`src/rtl/flag_bank_if.sv`:
```
// Bus bundle between the datapath and the banked condition-flag register.
// master drives the flag-update and read-select controls; slave is the flag bank.
interface flag_bank_if #(
  parameter int NFLAGS = 4,
  parameter int NCTX   = 2,
  parameter int CTXW   = (NCTX > 1) ? $clog2(NCTX) : 1
);

  // Update side
  logic              set_flag;
  logic [CTXW-1:0]   wr_ctx;
  logic [NFLAGS-1:0] wr_mask;
  logic [NFLAGS-1:0] flags_in;
  logic              save;
  logic              restore;

  // Read side
  logic [CTXW-1:0]   rd_ctx;
  logic [3:0]        cond;
  logic [NFLAGS-1:0] flags_out;
  logic              cond_true;
  logic              err;

  modport master (
    output set_flag, wr_ctx, wr_mask, flags_in, save, restore, rd_ctx, cond,
    input  flags_out, cond_true, err
  );

  modport slave (
    input  set_flag, wr_ctx, wr_mask, flags_in, save, restore, rd_ctx, cond,
    output flags_out, cond_true, err
  );

endinterface

```
`src/rtl/flag_bank.sv`:
```
// Banked condition-flag register: NCTX independent live flag sets, each with
// a one-deep save/restore shadow, masked updates from the ALU, an optional
// same-cycle write->read bypass and an ARM B.cond evaluator on the read port.
// Flag bit order is {.., N, Z, C, V} with V at bit 0.
module flag_bank #(
  parameter int NFLAGS = 4,
  parameter int NCTX   = 2,
  parameter int BYPASS = 1,
  parameter int CTXW   = (NCTX > 1) ? $clog2(NCTX) : 1
) (
  input  logic       clk,
  input  logic       reset,
  flag_bank_if.slave bus
);

  // ---------------------------------------------------------------------
  // Helpers
  // ---------------------------------------------------------------------

  // Masked merge: new bits where mask is set, old bits elsewhere.
  function automatic logic [NFLAGS-1:0] merge_flags(
    input logic [NFLAGS-1:0] old_val,
    input logic [NFLAGS-1:0] new_val,
    input logic [NFLAGS-1:0] mask
  );
    merge_flags = (new_val & mask) | (old_val & ~mask);
  endfunction

  // ARM condition-code evaluation against {N,Z,C,V}.
  function automatic logic eval_cond(
    input logic [3:0] cc,
    input logic [3:0] nzcv
  );
    logic n, z, c, v, r;
    n = nzcv[3];
    z = nzcv[2];
    c = nzcv[1];
    v = nzcv[0];
    case (cc)
      4'h0:    r = z;                    // EQ
      4'h1:    r = ~z;                   // NE
      4'h2:    r = c;                    // CS
      4'h3:    r = ~c;                   // CC
      4'h4:    r = n;                    // MI
      4'h5:    r = ~n;                   // PL
      4'h6:    r = v;                    // VS
      4'h7:    r = ~v;                   // VC
      4'h8:    r = c & ~z;               // HI
      4'h9:    r = ~c | z;               // LS
      4'hA:    r = (n == v);             // GE
      4'hB:    r = (n != v);             // LT
      4'hC:    r = ~z & (n == v);        // GT
      4'hD:    r = z | (n != v);         // LE
      default: r = 1'b1;                 // AL / NV
    endcase
    eval_cond = r;
  endfunction

  // ---------------------------------------------------------------------
  // State
  // ---------------------------------------------------------------------
  logic [NFLAGS-1:0] live_r        [NCTX];
  logic [NFLAGS-1:0] shadow_r      [NCTX];
  logic [NCTX-1:0]   shadow_valid_r;
  logic              err_r;

  logic [NFLAGS-1:0] live_nxt_s    [NCTX];
  logic [NFLAGS-1:0] shadow_nxt_s  [NCTX];
  logic [NCTX-1:0]   shadow_valid_nxt_s;
  logic              err_nxt_s;

  logic              any_op_s;
  logic              wr_in_range_s;
  logic              rd_in_range_s;
  logic [NFLAGS-1:0] rd_live_s;
  logic              bypass_hit_s;
  logic [NFLAGS-1:0] flags_out_s;

  assign any_op_s = bus.set_flag | bus.save | bus.restore;

  // Decode whether the write/read context indices name an existing context;
  // with a non-power-of-two NCTX the top encodings are unused.
  always_comb begin
    wr_in_range_s = 1'b0;
    rd_in_range_s = 1'b0;
    rd_live_s     = {NFLAGS{1'b0}};
    for (int c = 0; c < NCTX; c++) begin
      if (bus.wr_ctx == CTXW'(c)) begin
        wr_in_range_s = 1'b1;
      end else begin
        wr_in_range_s = wr_in_range_s;
      end
      if (bus.rd_ctx == CTXW'(c)) begin
        rd_in_range_s = 1'b1;
        rd_live_s     = live_r[c];
      end else begin
        rd_in_range_s = rd_in_range_s;
        rd_live_s     = rd_live_s;
      end
    end
  end

  // Next-state for live flags, shadows and the sticky error. Restore wins
  // over set_flag; save always captures the pre-edge live value, which gives
  // swap semantics when save and restore arrive together.
  always_comb begin
    for (int c = 0; c < NCTX; c++) begin
      live_nxt_s[c]         = live_r[c];
      shadow_nxt_s[c]       = shadow_r[c];
      shadow_valid_nxt_s[c] = shadow_valid_r[c];
    end
    err_nxt_s = err_r;

    if (any_op_s && !wr_in_range_s) begin
      // Nonexistent context: no state change, flag the error.
      err_nxt_s = 1'b1;
    end else begin
      for (int c = 0; c < NCTX; c++) begin
        if (any_op_s && (bus.wr_ctx == CTXW'(c))) begin
          if (bus.save) begin
            shadow_nxt_s[c]       = live_r[c];
            shadow_valid_nxt_s[c] = 1'b1;
          end else begin
            shadow_nxt_s[c]       = shadow_r[c];
          end

          if (bus.restore) begin
            if (shadow_valid_r[c]) begin
              live_nxt_s[c] = shadow_r[c];
              // A simultaneous save refills the shadow, so it stays valid.
              if (!bus.save) begin
                shadow_valid_nxt_s[c] = 1'b0;
              end else begin
                shadow_valid_nxt_s[c] = 1'b1;
              end
            end else begin
              // Restore from an empty shadow: live holds.
              live_nxt_s[c] = live_r[c];
              err_nxt_s     = 1'b1;
            end
          end else if (bus.set_flag) begin
            live_nxt_s[c] = merge_flags(live_r[c], bus.flags_in, bus.wr_mask);
          end else begin
            live_nxt_s[c] = live_r[c];
          end
        end else begin
          live_nxt_s[c] = live_r[c];
        end
      end
    end
  end

  // Flag storage with asynchronous clear of every context, shadow and error.
  always_ff @(posedge clk or negedge reset) begin
    if (!reset) begin
      for (int c = 0; c < NCTX; c++) begin
        live_r[c]   <= {NFLAGS{1'b0}};
        shadow_r[c] <= {NFLAGS{1'b0}};
      end
      shadow_valid_r <= {NCTX{1'b0}};
      err_r          <= 1'b0;
    end else begin
      for (int c = 0; c < NCTX; c++) begin
        live_r[c]   <= live_nxt_s[c];
        shadow_r[c] <= shadow_nxt_s[c];
      end
      shadow_valid_r <= shadow_valid_nxt_s;
      err_r          <= err_nxt_s;
    end
  end

  // Read port: optionally forward a same-cycle set_flag to the read context.
  // Restore is never forwarded; the read is forced to zero while in reset.
  always_comb begin
    bypass_hit_s = (BYPASS != 0) && bus.set_flag && !bus.restore &&
                   wr_in_range_s && rd_in_range_s && (bus.wr_ctx == bus.rd_ctx);
    if (!reset) begin
      flags_out_s = {NFLAGS{1'b0}};
    end else if (bypass_hit_s) begin
      flags_out_s = merge_flags(rd_live_s, bus.flags_in, bus.wr_mask);
    end else begin
      flags_out_s = rd_live_s;
    end
  end

  assign bus.flags_out = flags_out_s;
  assign bus.cond_true = eval_cond(bus.cond, flags_out_s[3:0]);
  assign bus.err       = err_r;

endmodule

```
`src/flat_wrapper.sv`:
```
// flat-port wrapper written by rule: the top's interface ports become plain ports
module flag_bank_flat 
#(
  parameter int NFLAGS = 4,
  parameter int NCTX   = 2,
  parameter int BYPASS = 1,
  parameter int CTXW   = (NCTX > 1) ? $clog2(NCTX) : 1
)
  (clk, reset, bus_set_flag, bus_wr_ctx, bus_wr_mask, bus_flags_in, bus_save, bus_restore, bus_rd_ctx, bus_cond, bus_flags_out, bus_cond_true, bus_err);
  flag_bank_if #(.NFLAGS(NFLAGS), .NCTX(NCTX), .CTXW(CTXW)) bus_i ();
  input  logic clk;
  input  logic reset;
  input wire logic [$bits(bus_i.set_flag)-1:0] bus_set_flag;
  input wire logic [$bits(bus_i.wr_ctx)-1:0] bus_wr_ctx;
  input wire logic [$bits(bus_i.wr_mask)-1:0] bus_wr_mask;
  input wire logic [$bits(bus_i.flags_in)-1:0] bus_flags_in;
  input wire logic [$bits(bus_i.save)-1:0] bus_save;
  input wire logic [$bits(bus_i.restore)-1:0] bus_restore;
  input wire logic [$bits(bus_i.rd_ctx)-1:0] bus_rd_ctx;
  input wire logic [$bits(bus_i.cond)-1:0] bus_cond;
  output wire logic [$bits(bus_i.flags_out)-1:0] bus_flags_out;
  output wire logic [$bits(bus_i.cond_true)-1:0] bus_cond_true;
  output wire logic [$bits(bus_i.err)-1:0] bus_err;
  assign bus_i.set_flag = bus_set_flag;
  assign bus_i.wr_ctx = bus_wr_ctx;
  assign bus_i.wr_mask = bus_wr_mask;
  assign bus_i.flags_in = bus_flags_in;
  assign bus_i.save = bus_save;
  assign bus_i.restore = bus_restore;
  assign bus_i.rd_ctx = bus_rd_ctx;
  assign bus_i.cond = bus_cond;
  assign bus_flags_out = bus_i.flags_out;
  assign bus_cond_true = bus_i.cond_true;
  assign bus_err = bus_i.err;
  flag_bank #(.NFLAGS(NFLAGS), .NCTX(NCTX), .BYPASS(BYPASS), .CTXW(CTXW)) u_core (.clk(clk), .reset(reset), .bus(bus_i));
endmodule
```
`config.mk`:
```
export PLATFORM = sky130hd
export DESIGN_NAME = flag_bank_flat
export DESIGN_NICKNAME = d
export VERILOG_FILES = /design/src/rtl/flag_bank_if.sv /design/src/rtl/flag_bank.sv /design/src/flat_wrapper.sv
export SDC_FILE = /design/constraint.sdc
export NUM_CORES = 1
export LEC_CHECK = 0
export CORE_ASPECT_RATIO = 1.75
export CORE_UTILIZATION = 50
export CTS_CLUSTER_DIAMETER = 40
export DETAILED_ROUTE_END_ITERATION = 10
export PLACE_DENSITY_LB_ADDON = 0.15
export SLEW_MARGIN = 20
export SYNTH_ARGS = -nofsm -noshare
export SYNTH_HDL_FRONTEND = slang
export SYNTH_SLANG_ARGS = --single-unit
```
`constraint.sdc`:
```
create_clock -name clk -period 2.95 [get_ports clk]
set_clock_uncertainty 0.1 [all_clocks]
set_input_delay 0.59 -clock clk [delete_from_list [all_inputs] [get_ports clk]]
set_output_delay 0.59 -clock clk [all_outputs]
set_load 0.005 [all_outputs]
```
* After elaboration in Yosys (flattened, before gate mapping)
Cells that the tools add are included.
** Operators by class
- $add $sub $neg :: 0
- $mul :: 0
- Div/mod/pow operators :: 0
- $lt $le $gt $ge :: 0
- Eq/ne operators :: 18
- Shift operators :: 0
- Mux-type cells :: 23
- Bitwise gates (word level) :: 19
- Reductions and logical operators :: 11
** Operators with widths (count)
- $mux W4 :: 9
- $eq A4 B4 Y1 const B :: 6
- $and A4 B4 Y4 :: 4
- $eq A4 B3 Y1 const B :: 4
- $pmux W1 S14 :: 1
- $mux W1 :: 13
- $or A4 B4 Y4 :: 3
- $eq A4 B2 Y1 const B :: 2
- $reduce_and A3 Y1 :: 2
- $not A1 Y1 :: 5
- $eq A4 B1 Y1 const B :: 1
- $logic_and A1 B1 Y1 :: 4
- $logic_not A4 Y1 :: 1
- $ne A2 B1 Y1 const B :: 2
- $not A4 Y4 :: 1
- $or A1 B1 Y1 :: 4
- $reduce_and A2 Y1 :: 2
- $and A1 B1 Y1 :: 2
- $eq A1 B1 Y1 :: 2
- $reduce_bool A2 Y1 :: 1
- $logic_not A1 Y1 :: 1
- $ne A1 B1 Y1 :: 1
** Storage, ports and cells
- Register bits after elaboration :: 19
- Bits in latches :: 0
- RAM bits :: 0
- Bits in read-only memories :: 0
- Output and inout port bits :: 6
- Word-level logic and storage cells :: 78
- Memories kept :: 0

* Depth between registers and ports, before layout
Gate-level depths: netlist of run 1.
- Depth after elaboration :: 8
- Mapped depth :: 9

* Least setup slack after synthesis of run 1
Ideal clock, no wire load.
- Path type :: input to output
- Start :: input bus_rd_ctx
- End :: output bus_cond_true
- Arrival :: 2219 ps
- Slack :: 41 ps
- Stages :: 8
- Buffers on the path :: 1
- Cells stage by stage :: buf_6 -> xor2_4 -> o41ai_2 -> nor2_4 -> xnor2_1 -> a31o_1 -> xor2_1 -> a311o_1
** On the way
- Longest elaborated chain between the ends :: 8
** RTL lines
- start, declared :: RTL line flat_wrapper.sv:19 : input wire logic [$bits(bus_i.rd_ctx)-1:0] bus_rd_ctx;
- $mux W4 :: RTL line flag_bank.sv:93 : if (bus.rd_ctx == CTXW'(c)) begin
- $and A4 B4 Y4 :: RTL line flag_bank.sv:26 : merge_flags = (new_val & mask) | (old_val & ~mask);
- $or A4 B4 Y4 :: RTL line flag_bank.sv:26
- $mux W4 (*) :: RTL line flag_bank.sv:179 : end else if (bypass_hit_s) begin
- $mux W4 (*) :: RTL line flag_bank.sv:177 : if (!reset) begin
- named net bus_flags_out[0] :: RTL line flat_wrapper.sv:21 : output wire logic [$bits(bus_i.flags_out)-1:0] bus_flags_out;
- $ne A1 B1 Y1 or $eq A1 B1 Y1 (tied branches)
- $or A1 B1 Y1 or $and A1 B1 Y1 (tied branches) :: RTL line flag_bank.sv:53, flag_bank.sv:52
- $pmux W1 S14 (*) :: RTL line flag_bank.sv:39 : case (cc)
- end, declared :: RTL line flat_wrapper.sv:22 : output wire logic [$bits(bus_i.cond_true)-1:0] bus_cond_true;
Mark *: on every way through the listed nets, which the timed path passes. The rest lies on a longest branch.

* Final worst setup path of run 1
- Start :: input bus_wr_ctx
- End :: output bus_cond_true
** On the way
- Longest elaborated chain between the ends :: 7
** RTL lines
- start, declared :: RTL line flat_wrapper.sv:14 : input wire logic [$bits(bus_i.wr_ctx)-1:0] bus_wr_ctx;
- $eq A1 B1 Y1 (*) :: RTL line flag_bank.sv:176 : wr_in_range_s && rd_in_range_s && (bus.wr_ctx == bus.rd_ctx);
- $logic_and A1 B1 Y1 (*) :: RTL line flag_bank.sv:176
- $mux W4 (*) :: RTL line flag_bank.sv:179
- $mux W4 (*) :: RTL line flag_bank.sv:177
- $ne A1 B1 Y1 (tied with other cells) :: RTL line flag_bank.sv:51, flag_bank.sv:53
- $or A1 B1 Y1 (tied with other cells) :: RTL line flag_bank.sv:53 : 4'hD: r = z | (n != v);
- $pmux W1 S14 (*) :: RTL line flag_bank.sv:39
Every way passes the cells marked *; elsewhere a longest branch is shown, timed or not.

==> metrics.sh, run 1 <==
VIOLATIONS='negative setup slack'
DR.PASS1.ITERS=4
FINALSETUPVIOLATIONS=1
STD_CELL_ROWS=23
ANT_NETS=0
POST-ROUTE-PERIOD-UTIL=1.04
CTS.ROOT.BUFFER_CELL='clkbuf_8'
MUX_CONTRIBUTION_TO_SYNTHESIZED_AREA=0.121
POST_SYNTH_AND_OR_NAND_NOR_AREA_FRACTION=0.150
KIND_OF_START_POINT_OF_THE_CRITICAL_PATH='input port'
DIE_Y_UM=68.2
DRT_DRC_VIOLATIONS_LEFT=0
WIRE_LENGTH_OF_THE_FIRST_GLOBAL_ROUTING_PASS_UM=5270
MAX_CAP_VIOL_COUNT=0
SYNTH-WARNING-COUNT=0
DIE_AREA_UM2=2710
POST_ROUTE_CELLS_DRIVE_ABOVE_1_SHARE=0.372
SYN-CELL-AREA_UM2=1250
POWER.COMBINATIONAL.FRACTION=0.441
DRTITER0DRC=33
TIMING.FINAL.HOLD_VIOLATIONS=0
CRITICAL_PATH_REQUIRED_NS=2.26
SLEW_HEADROOM=0.740
FINALWIRELENGTH_UM=3580
WORSTSKEWPAIRLATENCY_NS=0.26
CORE_AREA_UM2=2330
WORST_SLEW_PIN_SLEW_NS=0.389
CLOCKBUFFERDEPTH=2
SYNTH.FF_LATCH_COUNT=19
POWER.NET_SWITCHING_W=0.000371
FIN_TOTAL_PWR_W=0.00112
POWER.DENSITY_CELL_AREA_nW_PER_UM2=595
DETAIL_ROUTE.WL_PER_CELL_UM=17.5
SYNTH_XOR_XNOR_AREA_SHARE=0.0630
TOP_ACHIEVABLE_CLOCK_SPEED_MHz=325
CLASS_OF_THE_TIGHTEST_HOLD_OR_REMOVAL_CHECK='flip-flop to flip-flop'
AVGSYNTHCELLAREA_UM2=10.2
AREA_DELTA_SYNTH_FINAL_PCT=50.0
P_INT_W=0.000746
GRT_SETUP_UNREPAIRED='yes'
CTS-HOLD-FIX-BUFFERS=0
PLACE.DETAILED.HPWL_UM=2600
NETS=200
DRT-VIAS-PER-INSTANCE=5.96
NUMBER_OF_CELLS_PRODUCED_BY_SYNTHESIS=123
POWER.SHARE.SWITCHING=0.332
FINALWORSTSETUPSLACK_NS=-0.124
INITIAL_UTILIZATION=0.537
FINAL_MAX_SLEW_VIOL_COUNT=0
IOS=25
YS_DOMINANT_REG_CELL='dfrtp_1'
CRIT_FANOUT=5
MAX-VDD-IR-DROP_V=0.000443
WORSTSETUPPATHTYPE='input port to output port'
MAIN_COMBINATIONAL_CELL_FAMILY_BY_AREA_AFTER_SYNTHESIS='compound AO/OA/AOI/OAI gates'
PLACE.GP.CONGESTION=0.933
SHARE_CLK_OF_TOTAL_POWER=0.159
SYNTH_FA_HA_AREA_FRAC=0
PWR-SHARE-SEQ=0.399
FINISH.UTILIZATION=0.805
CLK_PIN_SLEW_WORST_PATHS_NS=0.07
FF_LATCH_AREA_UM2=475
GRT_ANTENNA_BEFORE_REPAIR=0
CTS_TREE='built'
H-TREE-DEPTH=1
GROUTE.USAGE.OVERALL=0.293
SYNTH-EDFF-COUNT=0
CTS_INSERTED_BUFFERS=3
MAPPEDNETLISTNETS=142
PERIOD_NEEDED_NS=3.07
SYNTHARSTFLOPSHARE=1.00
CELLLEAKAGEPOWER_nW=0.844
WORSTPATHARRIVAL_NS=2.38
MULTI_INPUT_COMB_AREA_UM2=811
CTS.SINKS=19
TIMING.CRITICAL_PATH.TO_TYPE='output port'
GRT-OVFL-TOTAL=0
PORT-BUFFER-COUNT=24
SYNTH_SEQ_AREA_SHARE=0.380
FLOORPLAN.DIE.WIDTH_UM=39.8
RUN_STATUS='complete, but fails checks'
DIODES=0
YS_TYPES=39
SYNTH_COMPOUND_AREA_FRAC=0.244
NFILLCELLS=137
GRT_START_MAX_NET_PINS=20
GRT_PASS1_VIAS=1260
ROUTE.VIAS.TOTAL=1221
routing by layer:
metal  vias to the layer above  GRT usage  wire length [um]
li1                        575          -                 -
met1                       586      0.262              1230
met2                        46      0.566              2090
met3                        14     0.0325               112
met4                         0      0.177               150
met5                         -          0                 0
layout by cell type, fill, tap and decap left out, types with 4 or more instances in the layout:
cell type	n
a22oi_1	8
a31oi_1	7
buf_4	31
clkdlybuf4s50_1	12
dfrtp_1	19
inv_1	4
mux2_2	8
mux2i_1	5
nand2_1	10
nor2b_1	7
o21ai_0	9
metrics by stage:
stage / TNS [ns] / hold slack, ns / instances / instance area [um2] / setup slack (ns)
finish: -0.124 / 0.360 / 205 / 1880 / -0.124
global route: -0.197 / 0.375 / 205 / 1880 / -0.197
CTS: -0.110 / 0.363 / 201 / 1820 / -0.110
detailed placement: -1.85 / 0.348 / 196 / 1700 / -0.935
global placement: -1.66 / 0.342 / 196 / 1700 / -0.835
floorplan: 0 / 0.194 / 123 / 1250 / 0.0412
worst max-delay path, stage by stage:
cell and delay, ns:
buf_2 0.14, xor2_4 0.21, buf_4 0.15, o21ai_2 0.15, o311ai_4 0.14, buf_4 0.17
a31o_1 0.21, xor2_1 0.15, a311o_1 0.35, buf_2 0.13
cell families after synthesis:
kind of cell / after synthesis
AO/OA/AOI/OAI: 42
XOR/XNOR: 6
buffers and inverters: 9
flip-flops: 19
multiplexers: 14
AND/OR/NAND/NOR: 33
final cells by class:
type | count | area share
Multi-Input combinational cell | 95 | 0.432
Timing Repair Buffer | 57 | 0.263
Sequential cell | 19 | 0.253
Clock buffer | 3 | 0.0220
Tap cell | 25 | 0.0167
Inverter | 5 | 0.0100
Clock inverter | 1 | 0.00267
cells in the mapped netlist, types with 2 or more instances:
master | instances | share of area
nand2_1 | 10 | 0.030
nor3_1 | 3 | 0.012
a2bb2oi_1 | 2 | 0.014
a31oi_1 | 7 | 0.035
nand3b_1 | 2 | 0.012
xor2_1 | 2 | 0.014
mux2i_1 | 5 | 0.040
dfrtp_1 | 19 | 0.38
o21ai_0 | 9 | 0.036
nand2b_1 | 2 | 0.010
mux2_2 | 9 | 0.081
inv_1 | 5 | 0.015
buf_6 | 2 | 0.018
nor3b_1 | 2 | 0.012
nor2b_1 | 7 | 0.035
o21ai_1 | 2 | 0.0080
o21ai_2 | 2 | 0.014
xnor2_1 | 2 | 0.014
a21o_1 | 2 | 0.012
and3_1 | 2 | 0.010
nor2_1 | 2 | 0.0060
a22oi_1 | 8 | 0.048
final timing paths:
path,start,endpoint,slack [ns],cells past startpoint
setup reg to reg,u_core.shadow_valid_r[1]$_DFFE_PN0P_,flip-flop,1.46,6
min in group asynchronous,reset,async pin,0.66,3
hold / removal,u_core.bus.err$_DFF_PN0_,u_core.bus.err$_DFF_PN0_,0.36,1
max in group asynchronous,reset,u_core.shadow_r[0]$_DFFE_PN0P_,1.90,3
setup / recovery,bus_wr_ctx,bus_cond_true,-0.12,10
hold reg to reg,u_core.bus.err$_DFF_PN0_,u_core.bus.err$_DFF_PN0_,0.36,1
power by group through the flow:
stage | clock network [W] | logic [W] | registers (W)
after floorplan | 0 | 0.000258 | 0.000421
after global placement | 0 | 0.000418 | 0.000435
after detailed placement | 0 | 0.000436 | 0.000443
after CTS | 0.000181 | 0.000472 | 0.000440
after global routing | 0.000189 | 0.000532 | 0.000456
final | 0.000178 | 0.000492 | 0.000446
what timing repair did:
action                                  CTS  global route
endpoints found under the setup margin    5             1
gates resized for setup                  46             8
pin swaps                                12            10
buffers inserted                          1             5
No activity file was read; power rests on OpenSTA's default activity.
==> run 2: changes to the inputs <==
- CORE_ASPECT_RATIO: 1.75 -> 0.9
==> metrics.sh, run 2 (synthesis results as in run 1) <==
PORT-BUFFER-COUNT=24  # unchanged
NETS=198  # -1.0%
CLK_PIN_SLEW_WORST_PATHS_NS=0.10  # +0.03 ns
FINAL_MAX_SLEW_VIOL_COUNT=0  # unchanged
GRT-OVFL-TOTAL=0  # unchanged
NUMBER_OF_STANDARD_CELLS_IN_THE_FINAL_LAYOUT_EXCLUDING_FILLERS=205  # unchanged
FINISH.UTILIZATION=0.803  # -0.00206
ROUTE.VIAS.TOTAL=1217  # -0.33%
WORSTPATHARRIVAL_NS=2.46  # +0.08 ns
WHS_PATH_DEPTH=1  # unchanged
AREA_DELTA_SYNTH_FINAL_PCT=45.2
MET3WIRELENGTH_UM=231  # +110%
FIN_TOTAL_PWR_W=0.00106  # -5.2%
PLACE.DETAILED.INSTANCES=196  # unchanged
WORSTPATHBUFFERINVERTERCOUNT=4  # unchanged
IOS=25  # unchanged
KIND_OF_START_POINT_OF_THE_CRITICAL_PATH='input port'
INITIAL_UTILIZATION=0.553  # +0.0163
DIODES=0  # unchanged
CELL_DEPTH_OF_THE_WORST_FLOP_TO_FLOP_PATH=6  # unchanged
CTS.ROOT.BUFFER_CELL='clkbuf_4'
H-TREE-DEPTH=1  # unchanged
GRT_ANTENNA_BEFORE_REPAIR=0  # unchanged
WORST_SLEW_PIN_SLEW_NS=0.322  # -0.0662 ns
GRT_START_MAX_NET_PINS=14  # -30%
FLOORPLAN.DIE.WIDTH_UM=54.7  # +37%
GRT_PASS1_VIAS=1189  # -5.6%
MAX-VDD-IR-DROP_V=0.000519  # +17%
CRITICAL_PATH_REQUIRED_NS=2.26  # about the same
CLASS_OF_THE_TIGHTEST_HOLD_OR_REMOVAL_CHECK='flip-flop to flip-flop'
DRT-VIAS-PER-INSTANCE=5.94  # -0.33%
FINALWORSTSETUPSLACK_NS=-0.203  # -0.0785 ns
WORSTSETUPPATHTYPE='input port to output port'
MAX_CAP_VIOL_COUNT=0  # unchanged
PLACE.GP.CONGESTION=0.913  # -2.2%
CTS_TREE='built'
DRTITER0DRC=39  # +18%
P_INT_W=0.000695  # -6.7%
POST-ROUTE-PERIOD-UTIL=1.07  # +0.0266
ROUTE.MET2.WL_UM=1600  # -23%
SHARE_CLK_OF_TOTAL_POWER=0.122  # -0.037
FIN_SETUP_TNS_NS=-0.203  # -0.0785 ns
TIMING.CRITICAL_PATH.DEPTH=10  # unchanged
DIE_Y_UM=49.5  # -27%
POWER.SHARE.SWITCHING=0.343  # +0.0108
CTS_INSERTED_BUFFERS=3  # unchanged
CRIT_PATH_CELL_TRACE='buf_8 -> xor2_4 -> buf_4 -> o311ai_4 -> inv_2 -> nor3_1 -> a31o_1 -> xor2_1 -> a311o_1 -> buf_2'
RUN_STATUS='complete, but fails checks'
FINALWIRELENGTH_UM=3450  # -3.7%
TIMING.CRITICAL_PATH.MAX_DELAY_FAMILY='compound AO/OA/AOI/OAI gates'
DP_WORST_SLACK_NS=-0.942  # -0.00635 ns
LAYOUT_COMMONEST_CELL='buf_4'
POST_ROUTE_CELLS_DRIVE_ABOVE_1_SHARE=0.371  # -0.00144
TIMING.CRITICAL_PATH.TO_TYPE='output port'
STD_CELL_ROWS=16  # -30%
SLEW_HEADROOM=0.783  # +0.0435
CELLLEAKAGEPOWER_nW=0.807  # -4.3%
DRT_DRC_VIOLATIONS_LEFT=0  # unchanged
PLACE.DETAILED.HPWL_UM=2510  # -3.6%
VIOLATIONS='negative setup slack'
POWER.NET_SWITCHING_W=0.000363  # -2.1%
ROUTE.TOP_LAYER_USED='met4'
CLOCKBUFFERDEPTH=2  # unchanged
DETAIL_ROUTE.WL_PER_CELL_UM=16.8  # -3.7%
COMMONEST_CELLS_AFTER_ROUTING_FILL_AND_TAPS_ASIDE='29 x buf_4, 19 x dfrtp_1, 11 x clkdlybuf4s50_1'
ANT_NETS=0  # unchanged
CPMAXSTAGEDELAYCELL='o311ai_4'
CTS-HOLD-FIX-BUFFERS=0  # unchanged
POWER.DENSITY_CELL_AREA_nW_PER_UM2=582  # -2.1%
POWER.COMBINATIONAL.FRACTION=0.458  # +0.017
WORSTSKEWPAIRLATENCY_NS=0.30  # +0.04 ns
TIMING.FINAL.HOLD_VIOLATIONS=0  # unchanged
CP_SLOWEST_STAGE_DELAY_NS=0.34  # about the same
PWR-SHARE-SEQ=0.420  # +0.021
GRT_SETUP_UNREPAIRED='yes'
CRIT_FANOUT=3  # -2
DIE_AREA_UM2=2710  # -0.28%
TIMING.REG2REG.SETUP_SLACK_NS=1.58  # +0.12 ns
TOP_ACHIEVABLE_CLOCK_SPEED_MHz=317  # -2.5%
GROUTE.USAGE.OVERALL=0.299  # +0.00623
CTS.SINKS=19  # unchanged
FINALSETUPVIOLATIONS=1  # unchanged
ROUTEDLENGTHMET1_UM=1510  # +23%
PERIOD_NEEDED_NS=3.15  # +0.0785 ns
NFILLCELLS=133  # -2.9%
CORE_AREA_UM2=2260  # -3.0%
WIRE_LENGTH_OF_THE_FIRST_GLOBAL_ROUTING_PASS_UM=5720  # +8.5%
DR.PASS1.ITERS=5  # +1
-- run 2: timing repair --
action / CTS / global route
gates resized for setup: 40 / 13
endpoints found under the setup margin: 5 / 2
pin swaps: 8 / 5
buffers inserted: 4 / 1
gates cloned: 0 / 0
-- run 2: layout make-up --
type	count	area, um2	share of cell area
clock buffers	4	26.3	0.0145
multi-input cells	95	792	0.436
inverters	5	18.8	0.0103
well taps	27	33.8	0.0186
repair buffers	55	470	0.259
flip-flops and latches	19	475	0.262
-- run 2: layer usage --
| layer | GRT usage | vias to the layer above |
|---|---|---|
| li1 | - | 575 |
| met1 | 0.440 | 579 |
| met2 | 0.430 | 53 |
| met3 | 0.0340 | 10 |
| met4 | 0.141 | 0 |
| met5 | 0 | - |
-- run 2: stage by stage --
stage / area, um2 / hold WS, ns
after floorplan: 1250 / 0.194
after global placement: 1690 / 0.340
after detailed placement: 1690 / 0.347
after CTS: 1760 / 0.371
after global routing: 1820 / 0.392
final: 1820 / 0.369
-- run 2: worst paths after layout --
| path | startpoint | end |
|---|---|---|
| setup / recovery | bus_rd_ctx | bus_cond_true |
| hold / removal | u_core.bus.err$_DFF_PN0_ | u_core.bus.err$_DFF_PN0_ |
| setup reg to reg | u_core.shadow_valid_r[1]$_DFFE_PN0P_ | flip-flop |
| hold reg to reg | u_core.bus.err$_DFF_PN0_ | u_core.bus.err$_DFF_PN0_ |
| max in group asynchronous | reset | u_core.shadow_valid_r[0]$_DFFE_PN0P_ |
| min in group asynchronous | reset | async pin |
-- run 2: power by group through the flow --
stage / combinational (W) / clock, W / sequential [W]
final: 0.000484 / 0.000130 / 0.000444
after global routing: 0.000523 / 0.000142 / 0.000457
after CTS: 0.000459 / 0.000134 / 0.000439
after detailed placement: 0.000433 / 0 / 0.000445
after global placement: 0.000422 / 0 / 0.000443
after floorplan: 0.000258 / 0 / 0.000421
-- run 2: worst reg2reg max path: stages, from the launching register on --
cell and delay (ns):
dfrtp_1 0.39, nand2_1 0.06, nand2_1 0.07, nand2_1 0.15, nor2_1 0.31, a22oi_1 0.11
o21ai_0 0.10
==> RTL edit 1 (settings of run 2) <==
`NCTX` is set to 2 in 3 places; all go to 4.
--- a/src/rtl/flag_bank_if.sv
+++ b/src/rtl/flag_bank_if.sv
@@ -2,7 +2,7 @@
 // master drives the flag-update and read-select controls; slave is the flag bank.
 interface flag_bank_if #(
   parameter int NFLAGS = 4,
-  parameter int NCTX   = 2,
+  parameter int NCTX   = 4,
   parameter int CTXW   = (NCTX > 1) ? $clog2(NCTX) : 1
 );
 
--- a/src/rtl/flag_bank.sv
+++ b/src/rtl/flag_bank.sv
@@ -4,7 +4,7 @@
 // Flag bit order is {.., N, Z, C, V} with V at bit 0.
 module flag_bank #(
   parameter int NFLAGS = 4,
-  parameter int NCTX   = 2,
+  parameter int NCTX   = 4,
   parameter int BYPASS = 1,
   parameter int CTXW   = (NCTX > 1) ? $clog2(NCTX) : 1
 ) (
--- a/src/flat_wrapper.sv
+++ b/src/flat_wrapper.sv
@@ -2,7 +2,7 @@
 module flag_bank_flat 
 #(
   parameter int NFLAGS = 4,
-  parameter int NCTX   = 2,
+  parameter int NCTX   = 4,
   parameter int BYPASS = 1,
   parameter int CTXW   = (NCTX > 1) ? $clog2(NCTX) : 1
 )
Interface: changed (resized bus_rd_ctx and bus_wr_ctx); port bits go from 25 to 27. The function was not compared with the original's and may differ.
==> RTL edit 1 against run 2 <==
The run still ends with negative setup slack left. Non-clock buffer count rose by 22. Setup slack got worse by 0.080 ns. Sequential power rose by 62%. Count of clock-buffer cells in the layout rose by 2. Wire length rose by 80%. Sequential share of layout area rose by 4.4 points. Combinational power rose by 21%. Total power rose by 65%. Sequential cell count rose by 18. Area after synthesis rose by 70%. Final area rose by 67%. Largest cell class unchanged.
==> RTL edit 1: results (changes against run 2) <==
yosysWarningCount: 0  # unchanged
drtIter0Drc: 150  # +280%
fin_tns_setup_ns: -0.2825  # -0.08000 ns
port_buffers: 26  # +8.3%
holdWs_ns: 0.2263  # -0.1426 ns
grt_use_total_pct: 29.87  # -0.040 points
via_count: 2027  # +67%
seq_area_frac_synth_pct: 43.40  # +5.4 points
cpLargestDelayFamily: "compound AO/OA/AOI/OAI gates"
clk_pin_slew_ns: 0.07  # -0.03 ns
grt_pass1_vias: 2027  # +70%
synth_common_cells: "dfrtp_1, nand2_1, o22ai_1"
htreeDepth: 2  # +1
crit_end: "bus_cond_true"
worst_slew_pin_slew_ns: 0.6833  # +0.3610 ns
violations: "negative setup slack"
leakagePower_uw: 0.001427  # +77%
dp.final_hpwl_um: 4359  # +74%
cts_made_buffers: 5  # +2
power.ir.vdd_worst_mv: 0.4079  # -21%
crit_slowest_cell: "nor4b_4"
grt_pass1_wl_um: 10070  # +76%
finalWeightedCongestion: 0.9058  # -0.73%
synth_area_leaders: "dfrtp_1, mux2_2, o22ai_1, nand2_1, a21oi_1"
clock_path_buffers: 2  # unchanged
critPathMaxFanout: 4  # +1
async_reset_ff_share_pct: 100.0  # unchanged
rrSetupSlack_ns: 1.50  # -0.08 ns
fin_ws_ns: -0.2825  # -0.08000 ns
n_antenna_cell: 0  # unchanged
worst-r2r-cell-count: 6  # unchanged
r2r-start: "u_core.shadow_valid_r[0]"
grt_max_degree: 20  # +6
worst_ep_arrival_time_ns: 2.54  # +0.08 ns
syn_nets: 236  # +66%
synth.distinct_cells: 40  # +2.6%
finalSetupViolations: 1  # unchanged
yosysMostFrequentCell: "dfrtp_1"
antenna_left: 0  # unchanged
antenna_found_initial: 0  # unchanged
nets: 311  # +57%
drt-total-wl_um: 6212  # +80%
drive_gt1_share_pct: 35.40  # -1.7 points
clk_latency_ns: 0.30  # about the same
hold_path.class: "in -> async"
crit_path_start: "bus_wr_ctx[0]"
dr.pass1.iters: 7  # +2
cp_slowest_stage_delay_ns: 0.30  # -0.04 ns
outcome: "finished, violations left"
root_buffer: "clkbuf_8"
RTL edit 1: changes by cell type after synthesis, moves of 4 or more:
cell,delta
a31oi_1,-7
nand2b_1,+4
a21oi_1,+15
nand3_1,+5
o22ai_1,+28
clkbuf_1,+4
nand2_1,+20
a22oi_1,-8
mux2_2,+9
nor2_1,+16
dfrtp_1,+18
o21ai_0,-7
nor4b_1,+5
RTL edit 1: logic make-up after synthesis:
family | share of synthesized area (%)
AND/OR/NAND/NOR | 18.48
multiplexers | 16.25
buffers and inverters | 2.522
AO/OA/AOI/OAI | 16.95
flip-flops | 43.40
XOR/XNOR | 2.405
RTL edit 1: metrics by stage:
stage / cell area (um^2) / worst slack, ns / total power, uW / cells
after global placement: 2739 / -1.047 / 1242 / 324
after CTS: 2970 / -0.2163 / 1724 / 336
final: 3027 / -0.2825 / 1749 / 339
after global routing: 3027 / -0.3384 / 1835 / 339
after detailed placement: 2739 / -1.068 / 1258 / 324
after floorplan: 2140 / -0.006426 / 1004 / 215
RTL edit 1: report_power, final:
group,total [uW],internal [uW],switching (uW)
registers,718,635,83.2
clock network,444,254,190
logic,587,336,251
RTL edit 1: repair_timing:
item                       4_1_cts  5_1_grt
buffers inserted                 4        3
gates resized for setup         54        8
setup endpoints to repair        5        5
pin swaps                        8        2
RTL edit 1: layout make-up:
type	instances	area (um^2)
Clock buffer	6	72.57
Inverter	2	7.507
Multi-Input combinational cell	167	1277
Tap cell	48	60.06
Timing Repair Buffer	77	644.4
Sequential cell	37	925.9
Fill cell	285	1047
Clock inverter	2	38.79
RTL edit 1: routing by layer:
metal	track usage, %	routed length (um)	vias to the layer above
met5	0	0	-
li1	-	-	951
met4	12.75	112	0
met1	38.98	2727	993
met2	47.48	3029	73
met3	7.571	343	10
==> RTL edit 2 (flow settings as in run 2) <==
Without the edit above. Reset style: synchronous (`reset`), changed in one clocked block. Comments in the files are not updated.
--- a/src/rtl/flag_bank.sv
+++ b/src/rtl/flag_bank.sv
@@ -151,7 +151,7 @@
   end
 
   // Flag storage with asynchronous clear of every context, shadow and error.
-  always_ff @(posedge clk or negedge reset) begin
+  always_ff @(posedge clk) begin
     if (!reset) begin
       for (int c = 0; c < NCTX; c++) begin
         live_r[c]   <= {NFLAGS{1'b0}};
Function: differs if reset is asserted again (counterexample within 4 cycles, from zero or initial values and one cycle with reset low); with reset held inactive, the same outputs for 4 cycles.
==> RTL edit 2 against run 2 <==
The flow still finishes with violations (negative setup slack). Register-to-register slack better by 0.06 ns. Area after synthesis down 2.8%. Final area down 5.9%. Sequential cell count unchanged. Wire length down 4.1%. Setup slack better by 0.12 ns. Via count down 0.41%. Maximum frequency up 4.0%.
Power is not compared: it rests on default switching activity, and its combinational part moved more than twofold at a synthesized area within 25%.
==> RTL edit 2: results (changes against run 2) <==
outcome: "finished, violations left"
violations: "negative setup slack"
use_met3_pct: 5.607  # +2.2 points
finalSetupViolations: 1  # unchanged
buf_share_pct: 25.11  # -0.79 points
dr.pass1.iters: 4  # -1
async_reset_ff_share_pct: 0  # -100 points
final-clk-cell-share_pct: 1.611  # +0.16 points
post_cts_buffers: 3  # -1
drt-total-wl_um: 3309  # -4.1%
fin_ws_ns: -0.08031  # +0.1222 ns
cp_slowest_stage_delay_ns: 0.40  # +0.06 ns
syn_nets: 165  # +16%
r2r-start: "u_core.shadow_valid_r[0]"
pre_cts_slack_ns: -0.9966  # -0.05510 ns
synth_flop_cell: "dfxtp_1"
grt_use_total_pct: 27.45  # -2.5 points
busiest_layer: "met2"
via_count: 1212  # -0.41%
holdPathEnd: "u_core.shadow_r[0][6]"
fillers: 174  # +31%
finalWeightedCongestion: 0.9299  # +1.9%
worst_ep_arrival_time_ns: 2.34  # -0.12 ns
crit_slowest_cell: "or3b_4"
syn_area_per_cell_um2: 8.330  # -18%
hp-start: "u_core.shadow_r[0][6]"
synth_compound_area_share_pct: 24.28  # -0.12 points
synth_xor_area_share_pct: 5.144  # -1.2 points
grt_pass1_wl_um: 5278  # -7.7%
dp.final_hpwl_um: 2465  # -1.7%
layoutNonFillerInstCount: 219  # +6.8%
## RTL edit 2: cell types whose count changed after synthesis, moves of 8 or more
cell and change:
dfxtp_1 +19, o221a_2 +8, inv_1 +8, a21oi_1 +11
a22oi_1 -8, dfrtp_1 -19, nor2_1 +11, mux2_2 -9
## RTL edit 2: how the worst max path moves through the flow
stage                         end  slack [ns]  cells past startpoint
floorplan           bus_cond_true        0.01                      8
global placement    bus_cond_true       -0.92                      9
detailed placement  bus_cond_true        -1.0                      8
CTS                 bus_cond_true        -0.1                      9
global route        bus_cond_true       -0.14                      9
finish              bus_cond_true       -0.08                      9
## RTL edit 2: stage by stage
step	utilization [%]	hold WS [ns]
2_1_floorplan	-	0.3435
3_3_place_gp	72.32	0.3523
3_5_place_dp	72.32	0.3565
4_1_cts	74.89	0.3714
5_1_grt	76.23	0.4104
6_report	76.23	0.3752
## RTL edit 2: worst reg2reg max path: cells and delay by family, from the launching register on
family | cells | cell delay (ns)
compound gates | 2 | 0.38
flops | 1 | 0.36
simple gates | 1 | 0.36
